<file path="src/rtl/hazard_forward_unit.sv">
// hazard_forward_unit
// Stateful operand-forwarding and load-use stall unit placed between ID and
// the ID/EX register. A shifting scoreboard remembers the destination of
// every instruction issued in the last STAGES cycles. From it, each operand
// of the instruction in ID gets a forwarding select that is registered into
// EX. A load-use stall is raised while a load result cannot be forwarded yet.
module hazard_forward_unit #(
  parameter int REG_AW     = 3,
  parameter int STAGES     = 3,
  parameter int LOAD_READY = 2,
  parameter bit ZERO_REG   = 1'b1,
  localparam int FW        = $clog2(STAGES)
) (
  input  logic              clk,
  input  logic              rst,
  input  logic              id_valid,
  input  logic [REG_AW-1:0] id_src_a,
  input  logic [REG_AW-1:0] id_src_b,
  input  logic [REG_AW-1:0] id_src_c,
  input  logic              id_use_a,
  input  logic              id_use_b,
  input  logic              id_use_c,
  input  logic [REG_AW-1:0] id_dst,
  input  logic              id_wr,
  input  logic              id_load,
  input  logic              flush,
  output logic              stall,
  output logic [FW-1:0]     fwd_a,
  output logic [FW-1:0]     fwd_b,
  output logic [FW-1:0]     fwd_c,
  output logic [15:0]       stall_cnt
);

  typedef struct packed {
    logic              v;
    logic [REG_AW-1:0] dst;
    logic              ld;
  } ent_t;

  // Index 0 is the instruction now in EX, STAGES-1 the one in WB.
  ent_t        ent_q [STAGES];
  ent_t        ent_d;

  logic [FW-1:0] fwd_a_q, fwd_b_q, fwd_c_q;
  logic [FW-1:0] sel_a_d, sel_b_d, sel_c_d;
  logic          haz_a, haz_b, haz_c;
  logic          issue;
  logic [15:0]   stall_cnt_q, stall_cnt_d;

  // Youngest matching producer in ent[0..STAGES-2]. The loop walks from oldest
  // to youngest so a younger match overwrites an older one. A producer only in
  // the last entry is handled by the write-first register file (select 0).
  function automatic void lookup(input  logic              use_s,
                                 input  logic [REG_AW-1:0] src,
                                 output logic [FW-1:0]     sel,
                                 output logic              haz);
    sel = '0;
    haz = 1'b0;
    if (use_s && !(ZERO_REG && src == '0)) begin
      for (int k = STAGES - 2; k >= 0; k--) begin
        if (ent_q[k].v && ent_q[k].dst == src) begin
          sel = FW'(k + 1);
          haz = ent_q[k].ld && ((k + 1) < LOAD_READY);
        end
      end
    end
  endfunction

  // Operand lookup, stall decision and next scoreboard head entry.
  always_comb begin
    // NOTE: every combinational output gets a default first so no path leaves
    // it unassigned; that is what keeps this block from inferring latches.
    ent_d       = '0;
    stall_cnt_d = stall_cnt_q;
    lookup(id_use_a, id_src_a, sel_a_d, haz_a);
    lookup(id_use_b, id_src_b, sel_b_d, haz_b);
    lookup(id_use_c, id_src_c, sel_c_d, haz_c);
    stall = id_valid && !flush && (haz_a || haz_b || haz_c);
    issue = id_valid && !flush && !stall;
    if (issue) begin
      ent_d.v   = id_wr && ((id_dst != '0) || !ZERO_REG);
      ent_d.dst = id_dst;
      ent_d.ld  = id_load;
    end
    if (stall && stall_cnt_q != 16'hFFFF) begin
      stall_cnt_d = stall_cnt_q + 16'd1;
    end
  end

  // Scoreboard shift, registered selects and stall counter.
  always_ff @(posedge clk or posedge rst) begin
    if (rst) begin
      // NOTE: the scoreboard is a handful of flops, not a RAM, and its valid
      // bits must clear on reset so stale producers are forgotten; resetting
      // every entry is therefore both required and cheap.
      for (int k = 0; k < STAGES; k++) begin
        ent_q[k] <= '0;
      end
      fwd_a_q     <= '0;
      fwd_b_q     <= '0;
      fwd_c_q     <= '0;
      stall_cnt_q <= '0;
    end else begin
      // NOTE: non-blocking assignments make every entry shift from its
      // pre-edge value; blocking ones would collapse the whole shift chain.
      for (int k = 1; k < STAGES; k++) begin
        ent_q[k] <= ent_q[k-1];
      end
      ent_q[0]    <= ent_d;
      fwd_a_q     <= issue ? sel_a_d : '0;
      fwd_b_q     <= issue ? sel_b_d : '0;
      fwd_c_q     <= issue ? sel_c_d : '0;
      stall_cnt_q <= stall_cnt_d;
    end
  end

  assign fwd_a     = fwd_a_q;
  assign fwd_b     = fwd_b_q;
  assign fwd_c     = fwd_c_q;
  assign stall_cnt = stall_cnt_q;

endmodule

</file>
<file path="config.mk">
export PLATFORM = sky130hd
export DESIGN_NAME = hazard_forward_unit
export DESIGN_NICKNAME = d
export VERILOG_FILES = /design/src/rtl/hazard_forward_unit.sv
export SDC_FILE = /design/constraint.sdc
export NUM_CORES = 1
export LEC_CHECK = 0
export ABC_AREA = 1
export ABC_CLOCK_PERIOD_IN_PS = 1920
export BUFFER_PORTS_ARGS = -buffer_cell sky130_fd_sc_hd__buf_2
export CELL_PAD_IN_SITES_DETAIL_PLACEMENT = 0
export CELL_PAD_IN_SITES_GLOBAL_PLACEMENT = 1
export CORE_MARGIN = 2
export CORE_UTILIZATION = 38
export CTS_BUF_LIST = sky130_fd_sc_hd__clkbuf_16
export DETAILED_ROUTE_END_ITERATION = 16
export GPL_TIMING_DRIVEN = 0
export PLACE_DENSITY_LB_ADDON = 0.1
export SETUP_SLACK_MARGIN = 0.5
export SYNTH_ARGS = -nofsm -noshare
export SYNTH_HDL_FRONTEND = slang
export SYNTH_SLANG_ARGS = --single-unit
</file>
<file path="constraint.sdc">
create_clock -name clk -period 1.92 [get_ports clk]
set_input_delay 0.096 -clock clk [delete_from_list [all_inputs] [get_ports clk]]
set_output_delay 0.096 -clock clk [all_outputs]
set_load 0.02 [all_outputs]
</file>
==> load_flow_metrics.sql, run 1 <==
INSERT INTO impl_metrics (metric_group, metric, value, unit) VALUES
('setup_path', 'reg2reg_from', 'ent_q[13]$_DFF_PP0_', ''),
('timing', 'achievable-frequency', '0.581', 'GHz'),
('power', 'switchingPower', '0.000373', 'W'),
('clocking', 'bufs_on_longest_clock_path', '2', ''),
('clocking', 'tritoncts', 'yes', ''),
('die', 'start_util', '0.391', ''),
('detailed_routing', 'vias_per_cell', '4.79', ''),
('power', 'internal_power', '0.00119', 'W'),
('die', 'fp.dieH', '76.3', 'um'),
('setup_path', 'criticalPathCategory', 'flop to primary output', ''),
('power', 'power_density', '565', 'nW/um^2'),
('place', 'dp.final_hpwl', '3840', 'um'),
('cells_and_area', 'num-nets-final', '374', ''),
('clocking', 'cts_root_buffer', 'sky130_fd_sc_hd__clkbuf_16', ''),
('detailed_routing', 'ant_nets', '0', ''),
('cells_and_area', 'post_route_cells_drive_above_1_share', '0.323', ''),
('clocking', 'h_tree_depth', '2', ''),
('die', 'core_box_area', '5070', 'sq um'),
('die', 'num_rows', '26', ''),
('worst_hold_path', 'hold_path_startpoint', 'id_load', ''),
('detailed_routing', 'routedWlPerCell', '13.0', 'um'),
('status', 'run_status', 'finished clean', ''),
('place', 'place_congestion', '0.867', ''),
('logic_synthesis', 'synth.yosys.warnings', '0', ''),
('global_routing', 'antenna_found_initial', '0', ''),
('global_routing', 'grt-ovfl-total', '0', ''),
('power', 'total_power', '0.00156', 'W'),
('setup_path', 'worst_ep_arrival_time', '1.63', 'ns'),
('clocking', 'cts_num_sinks', '31', ''),
('timing', 'post-route-min-period', '1.72', 'ns'),
('cells_and_area', 'fillCellCount', '528', ''),
('logic_synthesis', 'yosysSeqAreaShare', '0.391', ''),
('timing', 'totalNegativeSetupSlack', '0', 'ns'),
('cells_and_area', 'mostFrequentLayoutCell', 'sky130_fd_sc_hd__nand2_1', ''),
('setup_path', 'cp-end-kind', 'primary output', ''),
('place', 'io_buffer_count', '43', ''),
('cells_and_area', 'n_antenna_cell', '0', ''),
('detailed_routing', 'num_vias', '2026', ''),
('clocking', 'clk_pin_slew', '0.05', 'ns'),
('setup_path', 'worstSetupStartpoint', 'ent_q[13]$_DFF_PP0_', ''),
('setup_path', 'critPathMaxFanout', '8', ''),
('logic_synthesis', 'synth_seq_cells', '31', ''),
('timing', 'setup_viol', '0', ''),
('logic_synthesis', 'postSynthNetCount', '303', ''),
('timing', 'relSlewSlack', '0.212', ''),
('timing', 'worst_pin_slew', '1.18', 'ns'),
('global_routing', 'grt_pass1_wl', '9170', 'um'),
('die', 'floorplan.die_area', '5820', 'sq um'),
('clocking', 'cts_made_buffers', '5', ''),
('detailed_routing', 'routed_wirelength', '5510', 'um'),
('power', 'power_frac_comb', '0.095', ''),
('power', 'seq_power_share', '0.435', ''),
('timing', 'final_hold_viol_count', '0', ''),
('timing', 'final_min_period_over_clock_period', '0.897', ''),
('clocking', 'clock_latency', '0.27', 'ns'),
('cells_and_area', 'final_cell_mix', 'sky130_fd_sc_hd__nand2_1 (81), sky130_fd_sc_hd__buf_2 (44), sky130_fd_sc_hd__inv_1 (36)', ''),
('logic_synthesis', 'syn_avg_cell_area', '7.06', 'sq um'),
('worst_hold_path', 'min_path_type', 'primary input to flop', ''),
('die', 'horizontal_die_dimension', '76.3', 'um'),
('setup_path', 'start_kind', 'flop', ''),
('setup_path', 'endpoint_required_time_on_the_critical_path', '1.82', 'ns'),
('place', 'placedInstanceArea', '2320', 'sq um'),
('logic_synthesis', 'yosys.cell_types.count', '27', ''),
('cells_and_area', 'area_growth_from_synthesis_to_layout', '38.9', '%'),
('detailed_routing', 'drcViolationCount', '0', ''),
('clocking', 'ctsHoldBuffers', '0', ''),
('power', 'peakVddDrop', '0.421', 'mV'),
('logic_synthesis', 'area_of_the_mapped_netlist', '1980', 'sq um'),
('timing', 'worst_clock_skew', '0.00419', 'ns'),
('logic_synthesis', 'postSynthCellCount', '281', ''),
('global_routing', 'via_count_of_the_first_global_routing_pass', '1914', '');
-- state kept, by name (all words and copies together), names as in the netlist --
register	flops
ent_q	9
fwd_c	2
stall_cnt	16
fwd_a	2
fwd_b	2
-- per-layer routing --
layer	wire length, um	vias up	share of wire	track usage
met5	0	-	0	0
met4	21	0	0.0038	0.0382
met3	279	2	0.051	0.0415
met2	2350	56	0.43	0.288
met1	2860	925	0.52	0.296
li1	-	1043	-	-
-- repair_timing --
item / CTS / global route
gates cloned: 1 / 2
setup buffers: 9 / 9
resized for setup: 24 / 15
setup endpoints to repair: 28 / 28
pin swaps: 4 / 4
-- layout make-up --
cell class / count / area (sq um) / area share
Multi-Input combinational cell: 205 / 1120 / 0.405
Sequential cell: 31 / 786 / 0.285
Timing Repair Buffer: 64 / 420 / 0.153
Inverter: 39 / 151 / 0.0549
Clock buffer: 5 / 125 / 0.0454
Tap cell: 70 / 87.6 / 0.0318
Buffer: 6 / 58.8 / 0.0213
Clock inverter: 3 / 11.3 / 0.00409
-- worst max-delay path, stage by stage, from the launching register on --
cell and delay [ns]:
sky130_fd_sc_hd__dfrtp_2 0.47, sky130_fd_sc_hd__inv_4 0.11, sky130_fd_sc_hd__nand2_1 0.05, sky130_fd_sc_hd__nand2_1 0.05
sky130_fd_sc_hd__nand2_1 0.07, sky130_fd_sc_hd__nor2_2 0.13, sky130_fd_sc_hd__nand3_2 0.11, sky130_fd_sc_hd__a31oi_2 0.21
sky130_fd_sc_hd__buf_4 0.16
-- power by group through the flow --
stage / Clock, W / Combinational (W) / Sequential (W)
after floorplan: 0 / 0.0000796 / 0.000685
after global placement: 0 / 0.000130 / 0.000688
after detailed placement: 0 / 0.000130 / 0.000688
after CTS: 0.000747 / 0.000140 / 0.000677
after global routing: 0.000784 / 0.000170 / 0.000679
final: 0.000731 / 0.000149 / 0.000678
-- kinds of logic after synthesis --
kind of cell,after synthesis,share of synthesized area
simple gates,175,0.400
buf+inv,45,0.0952
flops,31,0.391
compound gates,15,0.0460
xor+xnor,14,0.0618
fa+ha+maj,1,0.00630
-- final timing paths --
check,cells after the start,end,slack [ns]
worst max-delay path,8,stall,0.20
worst min-delay path,3,ent_q[10]$_DFF_PP0_,0.03
worst max register to register,10,ent_q[14]$_DFF_PP0_,0.25
worst min register to register,0,ent_q[9]$_DFF_PP0_,0.47
max in group asynchronous,2,stall_cnt[11]$_DFFE_PP0P_,1.00
min in group asynchronous,2,stall_cnt[1]$_DFFE_PP0P_,0.12
-- cells in the mapped netlist --
master	n	area, sq um
sky130_fd_sc_hd__a31oi_1	1	6.26
sky130_fd_sc_hd__nor4_1	1	6.26
sky130_fd_sc_hd__buf_6	2	22.5
sky130_fd_sc_hd__ha_1	1	12.5
sky130_fd_sc_hd__dfrtp_1	31	776
sky130_fd_sc_hd__o211ai_1	2	15.0
sky130_fd_sc_hd__nand4_4	1	21.3
sky130_fd_sc_hd__nor2_4	1	11.3
sky130_fd_sc_hd__nor2_2	2	12.5
sky130_fd_sc_hd__xor2_1	9	78.8
sky130_fd_sc_hd__nand3_2	3	30.0
sky130_fd_sc_hd__nand3_1	17	85.1
sky130_fd_sc_hd__o31ai_1	1	7.51
sky130_fd_sc_hd__nand2_1	87	327
sky130_fd_sc_hd__o22ai_1	2	12.5
sky130_fd_sc_hd__buf_2	4	20.0
sky130_fd_sc_hd__nand4_1	21	131
sky130_fd_sc_hd__xnor2_1	5	43.8
sky130_fd_sc_hd__inv_1	36	135
sky130_fd_sc_hd__a21boi_1	2	15.0
sky130_fd_sc_hd__nor2_1	36	135
sky130_fd_sc_hd__nor3_1	4	20.0
sky130_fd_sc_hd__o21ai_0	2	10.0
sky130_fd_sc_hd__a21oi_1	5	25.0
sky130_fd_sc_hd__nand3b_1	1	7.51
sky130_fd_sc_hd__inv_2	3	11.3
sky130_fd_sc_hd__nand2_2	1	6.26
-- stage by stage --
stage	setup WS, ns	instances
6_report	0.198	423
2_1_floorplan	0.397	281
5_1_grt	0.0600	423
4_1_cts	0.177	412
3_5_place_dp	0.155	394
3_3_place_gp	0.182	394
Note: power is estimated with default switching activity, not from simulation.
==> inputs of run 2 (changes only) <==
--- a/config.mk
+++ b/config.mk
@@ -8,7 +8,7 @@
 export ABC_AREA = 1
 export ABC_CLOCK_PERIOD_IN_PS = 1920
 export BUFFER_PORTS_ARGS = -buffer_cell sky130_fd_sc_hd__buf_2
-export CELL_PAD_IN_SITES_DETAIL_PLACEMENT = 0
+export CELL_PAD_IN_SITES_DETAIL_PLACEMENT = 1
 export CELL_PAD_IN_SITES_GLOBAL_PLACEMENT = 1
 export CORE_MARGIN = 2
 export CORE_UTILIZATION = 38
@@ -16,7 +16,9 @@
 export DETAILED_ROUTE_END_ITERATION = 16
 export GPL_TIMING_DRIVEN = 0
 export PLACE_DENSITY_LB_ADDON = 0.1
+export REMOVE_ABC_BUFFERS = 1
 export SETUP_SLACK_MARGIN = 0.5
 export SYNTH_ARGS = -nofsm -noshare
 export SYNTH_HDL_FRONTEND = slang
 export SYNTH_SLANG_ARGS = --single-unit
+export TNS_END_PERCENT = 30
==> run 2 against run 1 <==
Compared with the run above:
- sequential power is essentially flat
- core utilization grew 0.099 points
- critical path depth is the same
- wire length grew 18%
- clock power grew 5.3%
- sequential share of layout area shrank 0.14 points
- worst hold slack lost 0.0048 ns
- count of clock-buffer cells in the layout is the same
- highest routed layer unchanged
- register-to-register slack is essentially flat
==> load_flow_metrics.sql, run 2 (synthesized netlist as in run 1, its figures left out) <==
INSERT INTO impl_metrics (metric_group, metric, value, unit) VALUES
('clocking', 'clk_pin_slew', '0.05', 'ns'),
('setup_path', 'worst_ep_arrival_time', '1.67', 'ns'),
('global_routing', 'grt_pass1_wl', '10200', 'um'),
('setup_path', 'endpoint_required_time_on_the_critical_path', '1.82', 'ns'),
('die', 'horizontal_die_dimension', '76.3', 'um'),
('die', 'core_box_area', '5070', 'sq um'),
('timing', 'grt_setup_unrepaired', 'true', ''),
('global_routing', 'via_count_of_the_first_global_routing_pass', '2130', ''),
('power', 'power_frac_comb', '0.098', ''),
('cells_and_area', 'post_route_cells_drive_above_1_share', '0.307', ''),
('timing', 'achievable-frequency', '0.567', 'GHz'),
('cells_and_area', 'instances_no_fill', '419', ''),
('global_routing', 'maximum_number_of_pins_on_one_net_before_global_route_repair', '32', ''),
('cells_and_area', 'n_antenna_cell', '0', ''),
('worst_hold_path', 'worst_hold_path.num_cells', '3', ''),
('detailed_routing', 'drt_iter0_markers', '89', ''),
('clocking', 'cts_num_sinks', '31', ''),
('cells_and_area', 'mostFrequentLayoutCell', 'sky130_fd_sc_hd__nand2_1', ''),
('timing', 'worst_pin_slew', '0.739', 'ns'),
('power', 'peakVddDrop', '0.374', 'mV'),
('timing', 'post-route-min-period', '1.76', 'ns'),
('die', 'fp.dieH', '76.3', 'um'),
('setup_path', 'criticalPathCategory', 'flop to primary output', ''),
('setup_path', 'start_kind', 'flop', ''),
('setup_path', 'reg2reg_depth', '10', ''),
('power', 'power_frac_clock', '0.480', ''),
('global_routing', 'grt-ovfl-total', '0', ''),
('detailed_routing', 'vias_per_cell', '5.07', ''),
('power', 'netSwitchingFraction', '0.258', ''),
('flow_run', 'drv.max_cap_violation_count', '0', ''),
('global_routing', 'track_usage', '0.216', ''),
('detailed_routing', 'drcViolationCount', '0', ''),
('clocking', 'tritoncts', 'yes', ''),
('cells_and_area', 'largest_register_ffs', '16', ''),
('clocking', 'cts_made_buffers', '5', ''),
('worst_hold_path', 'min_path_type', 'primary input to flop', ''),
('timing', 'setup_viol', '0', ''),
('power', 'power_density', '582', 'nW/um^2'),
('power', 'p_leak', '1.43', 'nW'),
('place', 'placed_cells_incl_taps', '388', ''),
('detailed_routing', 'routedWlPerCell', '15.5', 'um'),
('place', 'place_congestion', '0.907', ''),
('cells_and_area', 'final_cell_mix', 'sky130_fd_sc_hd__nand2_1 (84), sky130_fd_sc_hd__buf_2 (42), sky130_fd_sc_hd__inv_1 (38)', ''),
('detailed_routing', 'detailedRoute.firstPassIterationCount', '4', ''),
('timing', 'final_min_period_over_clock_period', '0.918', ''),
('clocking', 'h_tree_depth', '2', ''),
('timing', 'worst_clock_skew', '0.00468', 'ns'),
('setup_path', 'cp-end-kind', 'primary output', ''),
('power', 'total_power', '0.00161', 'W'),
('global_routing', 'antenna_found_initial', '0', ''),
('power', 'seq_power_share', '0.422', ''),
('power', 'internal_power', '0.00119', 'W'),
('detailed_routing', 'ant_nets', '0', ''),
('power', 'switchingPower', '0.000415', 'W'),
('die', 'start_util', '0.391', ''),
('clocking', 'bufs_on_longest_clock_path', '2', ''),
('timing', 'totalNegativeSetupSlack', '0', 'ns'),
('timing', 'hold_slack', '0.0288', 'ns'),
('timing', 'relSlewSlack', '0.507', ''),
('detailed_routing', 'num_vias', '2124', ''),
('clocking', 'cts_root_buffer', 'sky130_fd_sc_hd__clkbuf_16', ''),
('die', 'floorplan.die_area', '5820', 'sq um'),
('timing', 'final-max-slew-violation-count', '0', ''),
('place', 'dp.final_hpwl', '4010', 'um'),
('status', 'run_status', 'finished clean', ''),
('place', 'io_buffer_count', '43', ''),
('cells_and_area', 'num-nets-final', '370', ''),
('cells_and_area', 'area_growth_from_synthesis_to_layout', '39.2', '%'),
('clocking', 'clock_latency', '0.28', 'ns'),
('detailed_routing', 'routed_wirelength', '6490', 'um'),
('timing', 'final_hold_viol_count', '0', ''),
('cells_and_area', 'final_core_utilization', '0.544', ''),
('die', 'num_rows', '26', ''),
('setup_path', 'critPathMaxFanout', '7', ''),
('die', 'top_level_ports', '44', '');
==> run 2: changes by cell type in the layout (fill, tap and decap cells not counted), moves of 3 or more <==
cell / delta
sky130_fd_sc_hd__buf_6: -4
sky130_fd_sc_hd__nand2_1: +3
sky130_fd_sc_hd__nand2_2: -3
sky130_fd_sc_hd__nand3_4: +3
==> run 2: metrics by stage <==
step	setup WS [ns]	area [sq um]
after floorplan	0.257	1940
after global placement	0.0811	2240
after detailed placement	0.0479	2240
after CTS	0.126	2440
after global routing	0.0651	2760
final	0.157	2760
==> run 2: layout make-up <==
| cell class | instances | area [sq um] |
|---|---|---|
| inverter | 39 | 154 |
| clock inverter | 3 | 12.5 |
| clock buffer | 5 | 125 |
| sequential | 31 | 783 |
| fill | 666 | 2310 |
| multi-input combinational | 206 | 1160 |
| tap | 70 | 87.6 |
| timing repair buffer | 65 | 442 |
==> run 2: path summary, 6_finish.rpt <==
| path | start | to | slack [ns] |
|---|---|---|---|
| max | ent_q[13]$_DFF_PP0_ | stall | 0.16 |
| min | id_dst[2] | ent_q[13]$_DFF_PP0_ | 0.03 |
| max reg2reg | ent_q[13]$_DFF_PP0_ | stall_cnt[6]$_DFFE_PP0P_ | 0.24 |
| min reg2reg | ent_q[12]$_DFF_PP0_ | ent_q[7]$_DFF_PP0_ | 0.46 |
| max in group asynchronous | rst | stall_cnt[4]$_DFFE_PP0P_ | 1.10 |
| min in group asynchronous | rst | stall_cnt[1]$_DFFE_PP0P_ | 0.35 |
==> run 2: timing repair <==
item / CTS / global route
gates resized for setup: 9 / 32
gates cloned: 0 / 1
hold buffers: 0 / 1
setup endpoints to repair: 28 / 28
buffers inserted: 3 / 17
hold endpoints to repair: 0 / 8
pin swaps: 2 / 12
==> run 2: power by group through the flow <==
stage / registers, W / logic [W] / clock network, W
after detailed placement: 0.000688 / 0.000129 / 0
after global routing: 0.000679 / 0.000178 / 0.000802
after floorplan: 0.000684 / 0.0000765 / 0
after CTS: 0.000677 / 0.000131 / 0.000775
after global placement: 0.000688 / 0.000126 / 0
final: 0.000678 / 0.000157 / 0.000770
==> run 2: critical path: stages (launching register included) <==
cell	delay [ns]
sky130_fd_sc_hd__dfrtp_2	0.47
sky130_fd_sc_hd__inv_4	0.11
sky130_fd_sc_hd__nand2_1	0.05
sky130_fd_sc_hd__nand2_1	0.05
sky130_fd_sc_hd__nand2_1	0.07
sky130_fd_sc_hd__nor2_2	0.13
sky130_fd_sc_hd__nand3_2	0.15
sky130_fd_sc_hd__a31oi_4	0.21
sky130_fd_sc_hd__buf_6	0.14
==> run 2: per-layer routing <==
layer | GRT usage | routed length [um] | up-vias
li1 | - | - | 1037
met1 | 0.287 | 3130 | 1038
met2 | 0.359 | 3060 | 41
met3 | 0.0427 | 222 | 8
met4 | 0.0618 | 80 | 0
met5 | 0 | 0 | -
